[config.mk]
export PLATFORM = sky130hd
export DESIGN_NAME = control_unit
export DESIGN_NICKNAME = d
export VERILOG_FILES = /design/src/rtl/control_unit.sv
export SDC_FILE = /design/constraint.sdc
export NUM_CORES = 1
export LEC_CHECK = 0
export ABC_AREA = 0
export BUFFER_PORTS_ARGS = -buffer_cell sky130_fd_sc_hd__buf_2
export CAP_MARGIN = 30
export CORE_ASPECT_RATIO = 0.7
export CORE_MARGIN = 8
export CORE_UTILIZATION = 40
export CTS_CLUSTER_DIAMETER = 150
export DETAILED_ROUTE_END_ITERATION = 6
export PLACE_DENSITY_LB_ADDON = 0.15
export SKIP_CTS_REPAIR_TIMING = 1
export SLEW_MARGIN = 30
export SYNTH_ARGS = -nofsm -noshare
export SYNTH_HDL_FRONTEND = slang
export SYNTH_SLANG_ARGS = --single-unit
[constraint.sdc]
create_clock -name clk -period 4.49 [get_ports clk]
set_input_delay 0.6735 -clock clk [delete_from_list [all_inputs] [get_ports clk]]
set_output_delay 0.6735 -clock clk [all_outputs]
set_load 0.03 [all_outputs]
[src/rtl/control_unit.sv]
// control_unit: Moore sequencer that drives every control input of the Mini SRC datapath.
// Latency: 4..8 cycles per instruction, plus 1 per memory wait cycle (F1, ld-T6, st-T7).
// Backpressure: holds in a wait state while mem_rdy=0; clr resets asynchronously; HALT is left only via clr.
//
// Ports:
//   clk, clr            clock, asynchronous active-high reset
//   ir, con_ff, mem_rdy IR contents (opcode in ir[31:27]), branch condition, memory handshake
//   *out                bus-source selects
//   *In, IncPC          register load enables
//   Gra/Grb/Grc/Rin/Rout/BAout  register-select/encode strobes
//   read, write         memory strobes
//   alu_op              ALU operation code
//   run                 high while executing (not in RESET or HALT)
module control_unit (
  input  logic        clk,
  input  logic        clr,
  input  logic [31:0] ir,
  input  logic        con_ff,
  input  logic        mem_rdy,
  output logic        PCout,
  output logic        Zlowout,
  output logic        Zhighout,
  output logic        MDRout,
  output logic        Cout,
  output logic        In_Portout,
  output logic        LOout,
  output logic        HIout,
  output logic        MARIn,
  output logic        ZIn,
  output logic        PCIn,
  output logic        MDRIn,
  output logic        IRIn,
  output logic        YIn,
  output logic        IncPC,
  output logic        HiIn,
  output logic        LoIn,
  output logic        CONin,
  output logic        OutPortIn,
  output logic        Gra,
  output logic        Grb,
  output logic        Grc,
  output logic        Rin,
  output logic        Rout,
  output logic        BAout,
  output logic        read,
  output logic        write,
  output logic [4:0]  alu_op,
  output logic        run
);

  localparam logic [3:0] S_RESET = 4'd0;
  localparam logic [3:0] S_F0    = 4'd1;
  localparam logic [3:0] S_F1    = 4'd2;
  localparam logic [3:0] S_F2    = 4'd3;
  localparam logic [3:0] S_T3    = 4'd4;
  localparam logic [3:0] S_T4    = 4'd5;
  localparam logic [3:0] S_T5    = 4'd6;
  localparam logic [3:0] S_T6    = 4'd7;
  localparam logic [3:0] S_T7    = 4'd8;
  localparam logic [3:0] S_HALT  = 4'd9;

  localparam logic [4:0] OP_ADD = 5'b00011;

  logic [3:0] r_state;
  logic [3:0] w_next;
  logic [4:0] w_opc;
  logic       w_unused_ir;

  // Opcode classes
  logic w_alu, w_imm, w_muldiv, w_negnot;
  logic w_ld, w_ldi, w_st, w_br, w_jr, w_in, w_out, w_mfhi, w_mflo, w_halt;
  logic w_multi;

  assign w_opc       = ir[31:27];
  assign w_unused_ir = ^ir[26:0];

  assign w_ld     = (w_opc == 5'd0);
  assign w_ldi    = (w_opc == 5'd1);
  assign w_st     = (w_opc == 5'd2);
  assign w_alu    = (w_opc >= 5'd3)  && (w_opc <= 5'd10);
  assign w_imm    = (w_opc >= 5'd11) && (w_opc <= 5'd13);
  assign w_muldiv = (w_opc == 5'd14) || (w_opc == 5'd15);
  assign w_negnot = (w_opc == 5'd16) || (w_opc == 5'd17);
  assign w_br     = (w_opc == 5'd18);
  assign w_jr     = (w_opc == 5'd19);
  assign w_in     = (w_opc == 5'd21);
  assign w_out    = (w_opc == 5'd22);
  assign w_mfhi   = (w_opc == 5'd23);
  assign w_mflo   = (w_opc == 5'd24);
  assign w_halt   = (w_opc == 5'd26);

  // Opcodes whose execute sequence runs past T3; everything else finishes in T3.
  assign w_multi = w_alu | w_imm | w_muldiv | w_negnot | w_ld | w_ldi | w_st | w_br;

  always_ff @(posedge clk or posedge clr) begin
    if (clr) r_state <= S_RESET;
    else     r_state <= w_next;
  end

  always_comb begin
    w_next = r_state;
    case (r_state)
      S_RESET: w_next = S_F0;
      S_F0:    w_next = S_F1;
      S_F1:    if (mem_rdy) w_next = S_F2;
      S_F2:    w_next = S_T3;
      S_T3: begin
        if (w_halt)       w_next = S_HALT;
        else if (w_multi) w_next = S_T4;
        else              w_next = S_F0;
      end
      S_T4:    w_next = w_negnot ? S_F0 : S_T5;
      S_T5:    w_next = (w_alu | w_imm | w_ldi) ? S_F0 : S_T6;
      S_T6: begin
        if (w_ld) begin
          if (mem_rdy) w_next = S_T7;
        end else if (w_st) begin
          w_next = S_T7;
        end else begin
          w_next = S_F0;
        end
      end
      // Only ld and st reach T7; st holds here until the write completes.
      S_T7:    if (w_ld || mem_rdy) w_next = S_F0;
      S_HALT:  w_next = S_HALT;
      default: w_next = S_RESET;
    endcase
  end

  always_comb begin
    PCout = 1'b0; Zlowout = 1'b0; Zhighout = 1'b0; MDRout = 1'b0;
    Cout = 1'b0; In_Portout = 1'b0; LOout = 1'b0; HIout = 1'b0;
    MARIn = 1'b0; ZIn = 1'b0; PCIn = 1'b0; MDRIn = 1'b0; IRIn = 1'b0;
    YIn = 1'b0; IncPC = 1'b0; HiIn = 1'b0; LoIn = 1'b0; CONin = 1'b0;
    OutPortIn = 1'b0;
    Gra = 1'b0; Grb = 1'b0; Grc = 1'b0; Rin = 1'b0; Rout = 1'b0; BAout = 1'b0;
    read = 1'b0; write = 1'b0;
    alu_op = 5'd0;
    run = (r_state != S_RESET) && (r_state != S_HALT);
    case (r_state)
      S_F0: begin PCout = 1'b1; MARIn = 1'b1; IncPC = 1'b1; ZIn = 1'b1; end
      S_F1: begin Zlowout = 1'b1; PCIn = 1'b1; read = 1'b1; MDRIn = 1'b1; end
      S_F2: begin MDRout = 1'b1; IRIn = 1'b1; end
      S_T3: begin
        if (w_alu | w_imm) begin
          Grb = 1'b1; Rout = 1'b1; YIn = 1'b1;
        end else if (w_muldiv) begin
          Gra = 1'b1; Rout = 1'b1; YIn = 1'b1;
        end else if (w_negnot) begin
          Grb = 1'b1; Rout = 1'b1; ZIn = 1'b1; alu_op = w_opc;
        end else if (w_ld | w_ldi | w_st) begin
          Grb = 1'b1; BAout = 1'b1; YIn = 1'b1;
        end else if (w_br) begin
          Gra = 1'b1; Rout = 1'b1; CONin = 1'b1;
        end else if (w_jr) begin
          Gra = 1'b1; Rout = 1'b1; PCIn = 1'b1;
        end else if (w_in) begin
          In_Portout = 1'b1; Gra = 1'b1; Rin = 1'b1;
        end else if (w_out) begin
          Gra = 1'b1; Rout = 1'b1; OutPortIn = 1'b1;
        end else if (w_mfhi) begin
          HIout = 1'b1; Gra = 1'b1; Rin = 1'b1;
        end else if (w_mflo) begin
          LOout = 1'b1; Gra = 1'b1; Rin = 1'b1;
        end
      end
      S_T4: begin
        if (w_alu) begin
          Grc = 1'b1; Rout = 1'b1; ZIn = 1'b1; alu_op = w_opc;
        end else if (w_imm) begin
          Cout = 1'b1; ZIn = 1'b1; alu_op = w_opc;
        end else if (w_muldiv) begin
          Grb = 1'b1; Rout = 1'b1; ZIn = 1'b1; alu_op = w_opc;
        end else if (w_negnot) begin
          Zlowout = 1'b1; Gra = 1'b1; Rin = 1'b1;
        end else if (w_ld | w_ldi | w_st) begin
          // Effective address = base + offset, computed with the ALU's add.
          Cout = 1'b1; ZIn = 1'b1; alu_op = OP_ADD;
        end else if (w_br) begin
          PCout = 1'b1; YIn = 1'b1;
        end
      end
      S_T5: begin
        if (w_alu | w_imm | w_ldi) begin
          Zlowout = 1'b1; Gra = 1'b1; Rin = 1'b1;
        end else if (w_muldiv) begin
          Zlowout = 1'b1; LoIn = 1'b1;
        end else if (w_ld | w_st) begin
          Zlowout = 1'b1; MARIn = 1'b1;
        end else if (w_br) begin
          Cout = 1'b1; ZIn = 1'b1; alu_op = OP_ADD;
        end
      end
      S_T6: begin
        if (w_muldiv) begin
          Zhighout = 1'b1; HiIn = 1'b1;
        end else if (w_ld) begin
          read = 1'b1; MDRIn = 1'b1;
        end else if (w_st) begin
          Gra = 1'b1; Rout = 1'b1; MDRIn = 1'b1;
        end else if (w_br) begin
          // Branch target is always on the bus; PC only takes it when taken.
          Zlowout = 1'b1; PCIn = con_ff;
        end
      end
      S_T7: begin
        if (w_ld) begin
          MDRout = 1'b1; Gra = 1'b1; Rin = 1'b1;
        end else if (w_st) begin
          write = 1'b1;
        end
      end
      default: ;
    endcase
  end

endmodule

======== Word level (Yosys, flattened, before mapping) ========
Cells that the tools add are included.
word-level totals
  flip-flop bits (word level) ............. 4
  input port bits ......................... 36
  output and inout port bits .............. 33
  logic and storage cells ................. 218
operators by class
  order comparisons ....................... 4
  equality and inequality tests ........... 26
  muxes and demuxes ....................... 166
  bitwise gates (word level) .............. 11
  reductions and logical operators ........ 10
operator list
  cell                                                                   count
  1-bit two-way mux                                                      129
  5-bit equality test, second input constant                             9
  4-bit case mux with 10 select lines                                    1
  5-bit two-way mux                                                      6
  4-bit two-way mux                                                      6
  4-bit by 3-bit equality test with 1-bit output, second input constant  4
  1-bit case mux with 2 select lines                                     8
  5-bit case mux with 3 select lines                                     1
  2-bit two-way mux                                                      6
  1-bit case mux with 4 select lines                                     3
  1-bit OR                                                               11
  5-bit by 4-bit equality test with 1-bit output, second input constant  2
  5-bit by 4-bit <= comparator with 1-bit output, second input constant  2
  3-bit two-way mux                                                      3
  4-bit by 2-bit equality test with 1-bit output, second input constant  2
  4-bit equality test, second input constant                             2
  1-bit case mux with 3 select lines                                     2
  5-bit by 1-bit equality test with 1-bit output, second input constant  1
  5-bit by 2-bit equality test with 1-bit output, second input constant  1
  5-bit by 2-bit >= comparator with 1-bit output, second input constant  1
  5-bit by 4-bit >= comparator with 1-bit output, second input constant  1
  5-bit logical NOT                                                      1
  1-bit case mux with 5 select lines                                     1
  4-bit by 1-bit equality test with 1-bit output, second input constant  1
  other kinds (8)                                                        13

======== Longest topological paths before layout ========
Gate-level depths: netlist of the first run.
  word-level depth ........................ 12
  gate-level depth with buffers ........... 6
  mapped depth without buffers ............ 4

======== Worst setup path before layout of the first run ========
Ideal clock, no wire load.
  path kind ............................... input port to output port
  start ................................... input ir[31]
  end ..................................... output Zhighout
  arrival time ............................ 2.447 ns
  required time ........................... 3.817 ns
  slack ................................... 1.370 ns
  stages .................................. 4
  buffers on the path ..................... 3
  path through ............................ clkbuf_1 > clkbuf_1 > nor4_1 > buf_4
on the way
  word-level cells in the longest chain between the ends .. 4
  elaborated cells between the ends (all ways) .. 5
  classes of those cells .................. 2 x eq/ne; 2 x mux; 1 x reduce/logical
RTL lines
  what                                            RTL line  text
  start: declaration                              17        input logic [31:0] ir,
  5-bit by 4-bit equality test with 1-bit output  82        assign w_muldiv = (w_opc == 5'd14) || (w_opc == 5'd15);
  1-bit logical OR *                              82
  1-bit two-way mux * (2 in series)               n/a
  end: declaration                                22        output logic Zhighout,
Every way passes the cells marked *; elsewhere a longest branch is shown, timed or not.

======== Worst setup path in the final report of the first run ========
  start ................................... input ir[31]
  end ..................................... output Gra
on the way
  word-level cells in the longest chain between the ends .. 12
  elaborated cells between the ends (all ways) .. 45
  classes of those cells .................. 4 x order compare; 12 x eq/ne; 20 x mux; 4 x bitwise; 5 x reduce/logical
RTL lines
  what                                  RTL line  text
  5-bit equality test                   89        assign w_mflo = (w_opc == 5'd24);
  1-bit two-way mux                     163       end else if (w_mflo) begin
  1-bit two-way mux                     161       end else if (w_mfhi) begin
  1-bit two-way mux                     159       end else if (w_out) begin
  1-bit two-way mux                     157       end else if (w_in) begin
  1-bit two-way mux                     155       end else if (w_jr) begin
  1-bit two-way mux                     153       end else if (w_br) begin
  1-bit two-way mux                     151       end else if (w_ld | w_ldi | w_st) begin
  1-bit two-way mux                     149       end else if (w_negnot) begin
  1-bit two-way mux                     147       end else if (w_muldiv) begin
  1-bit two-way mux                     145       if (w_alu | w_imm) begin
  1-bit case mux with 5 select lines *  140       case (r_state)
  end: declaration                      39        output logic Gra,
Marks and branches as above.

==> flow_summary_export.csv, run 1 <==
group,metric,value,unit
synthesis,synthAdderAreaFrac,0,%
clock_network,clock_latency,240,ps
grt,grtUsageTotal,15.6,%
cells_and_area,area_delta_synth_final,21.5,%
clock_network,ctsHtreeMaxLevel,1,
floorplan,die_w,74.1,um
synthesis,yosys_warnings,0,
timing,hold_viol_final,0,
floorplan,core,2190,um^2
synthesis,synth_top_area_share,10.6,%
pwr,total_power,580,uW
cells_and_area,drive_gt1_share,31.7,%
placed_design,port_buffers,41,
detailed_routing,drt.antenna.violating_nets,0,
timing,clock.fmax,324,MHz
critical_path,path_class,"input port to output port",
synthesis,synth-simple-area-share,42.9,%
timing,finalHoldWorstSlack,304,ps
placed_design,post-dp-hpwl,2490,um
floorplan,initial_core_util,43.1,%
clock_network,cts_buffers,3,
synthesis,synthMuxAreaShare,3.18,%
cells_and_area,largest_reg_flops,4,
synthesis,synthArstFlopShare,100,%
critical_path,cp-end-kind,"output port",
grt,grt_antenna_before_repair,0,
detailed_routing,drt-vias-per-instance,6.04,
critical_path,crit_path_top_delay_cell,"or3b_2",
synthesis,ys.flop_type,"dfrtp_1",
synthesis,synth_cell_types,55,
floorplan,io_pins,69,
synthesis,ys_seq_elements,4,
timing,setup_tns,0,ps
pwr,ir_drop,0.000261,V
clock_network,clockBufferDepth,2,
pwr,p_leak,0.000576,uW
detailed_routing,vias,1201,
floorplan,die_h,56.7,um
detailed_routing,drt-initial-drc-count,129,
synthesis,avgSynthCellArea,6.90,um^2
synthesis,synth_area,945,um^2
placed_design,finalWeightedCongestion,0.858,
floorplan,fp-row-count,14,
critical_path,timing.critical_path.mode_cell,"buf_2",
synthesis,yosysTopAreaCell,"dfrtp_1",
timing,rsz0062_at_grt,"false",
clock_network,cts.sinks,4,
detailed_routing,routedWlPerCell,16.7,um
synthesis,synth-edff-count,0,
timing,fin_skew,5.40,ps
critical_path,cpPeakStageDelay,480,ps
cells_and_area,fin_nets,205,
status,outcome,"finished clean",
cells_and_area,n_antenna_cell,0,
grt,gr-total-overflow,0,
critical_path,cp_max_fo,25,
synthesis,synth_xor_area_share,0.927,%
synthesis,synth_top_family_by_area,"simple AND/OR/NAND/NOR gates",
pwr,powerDensity,506,nW/um^2
min_path,hold_class,"input port to asynchronous set/reset pin",
critical_path,worstPathBufferInverterCount,3,
synthesis,synth_common_cells,"nand2_1, nor2_1, clkbuf_1",
clock_network,cts_tree,"done",
timing,worst_slew_pin_slew,833,ps
grt,grt_pass1_wl,5440,um
critical_path,crit_family,"buffers and inverters",
cells_and_area,stdcell_count,199,
synthesis,syn_nets,173,
critical_path,worst_ep_required_time,3820,ps
floorplan,die_area,4200,um^2
grt,grt_start_max_net_pins,26,
critical_path,crit_chain,"buf_2 > inv_1 > o311a_1 > a221oi_1 > or3b_2 > buf_2",
synthesis,synthTopCellsByArea,"dfrtp_1, nand2_1, nor2_1, o21ai_0, clkbuf_1",
critical_path,start_kind,"input port",
clock_network,clk_pin_slew,40,ps
synthesis,yosysSeqAreaShare,10.6,%
detailed_routing,drt_wl_total,3330,um
timing,setup_viol,0,
timing,period_minus_slack,3090,ps
cells_and_area,post-route-util,52.4,%
critical_path,crit_arrival,2410,ps
synthesis,syn-instance-count,137,
detailed_routing,drc,0,
run,max-cap-violations,0,
timing,final_max_slew_viol_count,0,
timing,min_period_over_period,68.8,%
cells_and_area,largest_register,"r_state",
placed_design,place_inst,196,
timing,slew_headroom,44.0,%
clock_network,root_buffer,"clkbuf_4",
cells_and_area,top_regs,"r_state: 4 flops",
critical_path,r2r_slack,2460,ps
grt,first_global_vias,1145,
detailed_routing,dr.pass1.iters,4,
synthesis,synth_compound_area_share,32.1,%
-- metal layers --
layer	share of wire (%)	GRT usage, %	up-vias
met4	0.42	4.25	0
met1	46	22.0	543
met3	13	4.96	2
met5	0	0	-
li1	-	-	579
met2	41	21.4	77
-- power by group --
group | leakage, uW | internal [uW] | switching [uW]
logic | 0.000512 | 142 | 289
registers | 0.0000497 | 50.7 | 52.1
clock network | 0.0000138 | 29.9 | 15.6
total | 0.000576 | 223 | 357
-- worst register-to-register path, cell delays in order (launching register included) --
cell and delay (ps):
dfrtp_1 630, and4b_1 340, or4b_4 500, a31oi_4 250, mux2i_1 230
-- cell usage in the layout (no fill, tap or decap), types with 2 or more instances in the layout --
master and n:
nor4b_1 2, dfrtp_1 4, nand2_1 12, mux2i_1 3
buf_2 41, nor3_1 6, inv_1 7, nor2_1 12
clkbuf_4 3, and3_1 4, nand2b_1 4, o22ai_1 4
nor4_1 2, and4b_1 2, o21ai_0 8, a21oi_1 5
a21o_1 2, o31ai_1 2, and3b_1 2, or4_1 2
nand3_1 6, nor3b_1 2
-- cells by family after synthesis --
family,after synthesis
and+or+nand+nor,68
AOI/OAI and AO/OA,40
muxes,3
DFF,4
xor gates and xnor gates,1
buffers and inverters,21
-- worst paths after layout --
| path | from | to | cells after the start |
|---|---|---|---|
| setup reg to reg | r_state[2] | r_state[0] | 4 |
| setup / recovery | ir[31] | Gra | 6 |
| hold / removal | clr | r_state[0] | 2 |
| hold reg to reg | r_state[0] | r_state[2] | 1 |
| max in group asynchronous | clr | r_state[2] | 2 |
| min in group clk | mem_rdy | r_state[1] | 3 |
-- stage by stage --
stage	instance area [um^2]	setup WS, ps
global placement	1120	1440
floorplan	945	1370
finish	1150	1400
CTS	1140	1440
global route	1150	1300
detailed placement	1120	1440
-- layout make-up --
class	count	area (um^2)
Fill cell	224	1040
Sequential cell	4	100
Multi-Input combinational cell	112	753
Timing Repair Buffer	41	205
Clock buffer	3	22.5
Inverter	7	26.3
Tap cell	32	40.0
Power figures use the tool's default switching activity.
==> inputs of run 2 (changes only) <==
==> constraint.sdc (replaced) <==
create_clock -name clk -period 3.2 [get_ports clk]
set_input_delay 0.48 -clock clk [delete_from_list [all_inputs] [get_ports clk]]
set_output_delay 0.48 -clock clk [all_outputs]
set_load 0.03 [all_outputs]
==> flow_summary_export.csv, run 2 (same netlist as run 1, synthesis figures left out) <==
group,metric,value,unit
detailed_routing,drt-vias-per-instance,5.97,
placed_design,post-dp-hpwl,2480,um
clock_network,cts.sinks,4,
grt,gr-total-overflow,0,
timing,finalHoldWorstSlack,115,ps
critical_path,crit_path_top_delay_cell,"dfrtp_1",
timing,slew_headroom,64.6,%
grt,grt_pass1_wl,5130,um
cells_and_area,top_regs,"r_state: 4 flops",
clock_network,clockBufferDepth,2,
critical_path,r2r_slack,1210,ps
grt,first_global_vias,1075,
cells_and_area,register_area,100,um^2
cells_and_area,fin_nets,208,
clock_network,cts_tree,"done",
detailed_routing,drt-initial-drc-count,140,
timing,min_period_over_period,89.8,%
detailed_routing,drc,0,
timing,rsz0062_at_grt,"false",
grt,grtUsageTotal,14.5,%
clock_network,cts_buffers,3,
timing,setup_tns,0,ps
cells_and_area,multi_input_area,747,um^2
detailed_routing,drt.antenna.violating_nets,0,
floorplan,io_pins,69,
critical_path,crit_arrival,2390,ps
detailed_routing,routedWlPerCell,16.1,um
floorplan,initial_core_util,43.1,%
clock_network,ctsHtreeMaxLevel,1,
floorplan,fp-row-count,14,
critical_path,crit_chain,"nor4b_1 > nand2_1 > or4_1 > o211ai_1 > buf_2",
timing,fin_skew,4.51,ps
detailed_routing,vias,1205,
grt,grt_antenna_before_repair,0,
timing,setup_viol,0,
pwr,powerDensity,698,nW/um^2
critical_path,worstPathBufferInverterCount,1,
floorplan,die_w,74.1,um
cells_and_area,largest_reg_flops,4,
clock_network,clk_pin_slew,40,ps
cells_and_area,n_antenna_cell,0,
clock_network,clock_latency,240,ps
min_path,hold_class,"input port to asynchronous set/reset pin",
critical_path,path_class,"register to output port",
critical_path,worst_ep_required_time,2720,ps
clock_network,root_buffer,"clkbuf_4",
grt,grt_start_max_net_pins,20,
status,outcome,"finished clean",
timing,worst_slew_pin_slew,523,ps
critical_path,crit_family,"simple AND/OR/NAND/NOR gates",
cells_and_area,area_delta_synth_final,23.2,%
cells_and_area,drive_gt1_share,32.4,%
pwr,p_leak,0.000591,uW
floorplan,core,2190,um^2
timing,period_minus_slack,2870,ps
timing,final_max_slew_viol_count,0,
cells_and_area,final_cell_mix,"buf_2, nand2_1, nor2_1",
floorplan,die_h,56.7,um
run,max-cap-violations,0,
timing,clock.fmax,348,MHz
cells_and_area,layout_commonest_cell,"buf_2",
placed_design,port_buffers,41,
critical_path,cp-end-kind,"output port",
critical_path,start_kind,"register",
detailed_routing,drt_wl_total,3250,um
detailed_routing,dr.pass1.iters,4,
timing,hold_viol_final,0,
critical_path,cpPeakStageDelay,620,ps
placed_design,finalWeightedCongestion,0.871,
cells_and_area,fillers,226,
pwr,ir_drop,0.000344,V
critical_path,cp_max_fo,17,
floorplan,die_area,4200,um^2
cells_and_area,largest_register,"r_state",
==> run 2: area by class of cell <==
type	instances	share of cell area, %
timing repair buffer	44	19.6
sequential	4	8.60
clock buffer	3	1.94
multi-input combinational	112	64.2
tap	32	3.44
inverter	7	2.26
==> run 2: final timing paths <==
| check | from | end | cells after the start |
|---|---|---|---|
| setup / recovery | r_state[2] | PCIn | 5 |
| setup reg to reg | r_state[2] | r_state[0] | 4 |
| hold reg to reg | r_state[0] | r_state[2] | 1 |
| min in group clk | mem_rdy | r_state[1] | 3 |
| max in group asynchronous | clr | r_state[2] | 2 |
| hold / removal | clr | r_state[1] | 2 |
==> run 2: per-layer routing <==
metal  GRT usage, %  up-vias  routed length [um]
li1               -      587                   -
met1           22.0      536                1580
met4           1.98        0                   3
met5              0        -                   0
met2           19.4       80                1310
met3           4.07        2                 364
==> run 2: worst reg2reg max path: stages, from the launching register on <==
cell and delay [ps]:
dfrtp_1 620, and4b_1 330, or4b_4 500, a31oi_4 250
mux2i_1 220
==> run 2: stage by stage <==
stage	utilization (%)	std cells	worst slack (ps)	power [uW]	area, um^2
floorplan	-	137	467	590	945
global placement	52.1	199	589	735	1140
detailed placement	52.1	199	583	741	1140
CTS	53.1	202	359	808	1160
global route	53.1	202	83.0	864	1160
finish	53.1	202	327	813	1160
==> run 2: power by group <==
| group | internal [uW] | switching, uW |
|---|---|---|
| Sequential | 71.2 | 70.3 |
| Combinational | 201 | 407 |
| Clock | 42.0 | 21.4 |
| Total | 314 | 498 |
==> inputs of run 3 (changes only) <==
--- a/config.mk
+++ b/config.mk
@@ -11,6 +11,7 @@
 export CORE_ASPECT_RATIO = 0.7
 export CORE_MARGIN = 8
 export CORE_UTILIZATION = 40
+export CTS_BUF_LIST = sky130_fd_sc_hd__clkbuf_8
 export CTS_CLUSTER_DIAMETER = 150
 export DETAILED_ROUTE_END_ITERATION = 6
 export PLACE_DENSITY_LB_ADDON = 0.15
==> flow_summary_export.csv, run 3 (same netlist as run 1, synthesis figures left out) <==
group,metric,value,unit
timing,setup_tns,0,ps
cells_and_area,largest_register,"r_state",
pwr,switchingPower,501,uW
critical_path,worst_ep_required_time,2720,ps
clock_network,clockBufferDepth,2,
critical_path,crit_chain,"nor4b_1 > nand2_1 > or4_1 > o211ai_1 > buf_2",
floorplan,die_area,4200,um^2
timing,finalHoldWorstSlack,135,ps
detailed_routing,drc,0,
timing,rsz0062_at_grt,"false",
placed_design,post-dp-hpwl,2480,um
cells_and_area,drive_gt1_share,32.4,%
clock_network,root_buffer,"clkbuf_8",
grt,grt_pass1_wl,5130,um
grt,gr-total-overflow,0,
detailed_routing,dr.pass1.iters,5,
critical_path,reg2reg_from,"r_state[2]",
clock_network,cts.sinks,4,
pwr,sw_frac_of_total,58.7,%
clock_network,cts_tree,"done",
timing,clock.fmax,351,MHz
cells_and_area,post-route-util,54.0,%
pwr,powerDensity,722,nW/um^2
floorplan,die_h,56.7,um
floorplan,initial_core_util,43.1,%
timing,slew_headroom,64.6,%
critical_path,cp-end-kind,"output port",
cells_and_area,final_cell_mix,"buf_2, nand2_1, nor2_1",
cells_and_area,area_delta_synth_final,25.2,%
clock_network,ctsHtreeMaxLevel,1,
cells_and_area,fin_nets,208,
cells_and_area,top_regs,"r_state: 4 flops",
critical_path,cpPeakStageDelay,610,ps
run,max-cap-violations,0,
floorplan,core,2190,um^2
placed_design,port_buffers,41,
grt,grt_antenna_before_repair,0,
pwr,p_int,352,uW
timing,period_minus_slack,2850,ps
timing,hold_viol_final,0,
placed_design,place_area,1140,um^2
detailed_routing,vias,1202,
critical_path,rr_worst_depth,4,
clock_network,clk_pin_slew,30,ps
critical_path,path_class,"register to output port",
cells_and_area,postLayoutCellArea,1180,um^2
clock_network,cts_buffers,3,
cells_and_area,layout_commonest_cell,"buf_2",
detailed_routing,drt-vias-per-instance,5.95,
timing,fin_ws,348,ps
timing,min_period_over_period,89.1,%
floorplan,fp-row-count,14,
timing,worst_slew_pin_slew,523,ps
pwr,power_frac_comb,71.1,%
critical_path,worstPathBufferInverterCount,1,
status,outcome,"finished clean",
min_path,hold_class,"input port to asynchronous set/reset pin",
clock_network,clock_latency,220,ps
critical_path,start_kind,"register",
critical_path,crit_family,"simple AND/OR/NAND/NOR gates",
pwr,pwr-share-seq,16.6,%
grt,grt_start_max_net_pins,20,
detailed_routing,drt-initial-drc-count,157,
grt,first_global_vias,1070,
critical_path,crit_arrival,2370,ps
timing,final_max_slew_viol_count,0,
timing,fin_skew,5.31,ps
floorplan,io_pins,69,
pwr,ir_drop,0.000345,V
pwr,p_clk_share,12.3,%
grt,grtUsageTotal,14.5,%
pwr,p_leak,0.000599,uW
detailed_routing,drt_wl_total,3240,um
critical_path,r2r_slack,1220,ps
timing,setup_viol,0,
cells_and_area,largest_reg_flops,4,
detailed_routing,drt.antenna.violating_nets,0,
placed_design,finalWeightedCongestion,0.871,
critical_path,crit_path_top_delay_cell,"dfrtp_1",
placed_design,place_ws,583,ps
critical_path,r2r_end,"r_state[0]",
critical_path,cp_max_fo,17,
detailed_routing,routedWlPerCell,16.0,um
floorplan,die_w,74.1,um
cells_and_area,n_antenna_cell,0,
run 3: cell counts in the layout (fill, tap and decap cells not counted):
No cell type changed its count.
run 3: per-layer routing:
metal	vias to the layer above	track usage [%]	part of all wire (%)	routed length, um
met4	0	1.13	0.15	5
met2	77	19.4	39	1280
met5	-	0	0	0
li1	587	-	-	-
met1	536	22.0	49	1600
met3	2	4.60	11	354
run 3: how the worst max path moves through the flow:
| stage | start | slack (ps) | cells after the start | to |
|---|---|---|---|---|
| after global placement | ir[30] | 590 | 6 | Gra |
| after detailed placement | ir[30] | 580 | 6 | Gra |
| after global routing | r_state[2] | 110 | 5 | PCIn |
| after floorplan | ir[31] | 470 | 4 | Zhighout |
| after CTS | r_state[2] | 380 | 5 | PCIn |
| final | r_state[2] | 350 | 5 | PCIn |
run 3: stage by stage:
stage | total power (uW) | cells
2_1_floorplan | 590 | 137
3_3_place_gp | 735 | 199
3_5_place_dp | 741 | 199
4_1_cts | 850 | 202
5_1_grt | 906 | 202
6_report | 853 | 202
run 3: power groups by stage:
stage,clock (uW),sequential [uW],combinational [uW]
2_1_floorplan,0,81.7,509
3_3_place_gp,0,139,596
3_5_place_dp,0,139,602
4_1_cts,107,138,605
5_1_grt,110,149,647
6_report,105,141,607
run 3: final cells by class:
| class | instances | area (um^2) |
|---|---|---|
| clock buffers | 3 | 41.3 |
| fillers | 224 | 1010 |
| inverters | 7 | 26.3 |
| multi-input cells | 112 | 747 |
| flip-flops and latches | 4 | 100 |
| well taps | 32 | 40.0 |
| repair buffers | 44 | 228 |
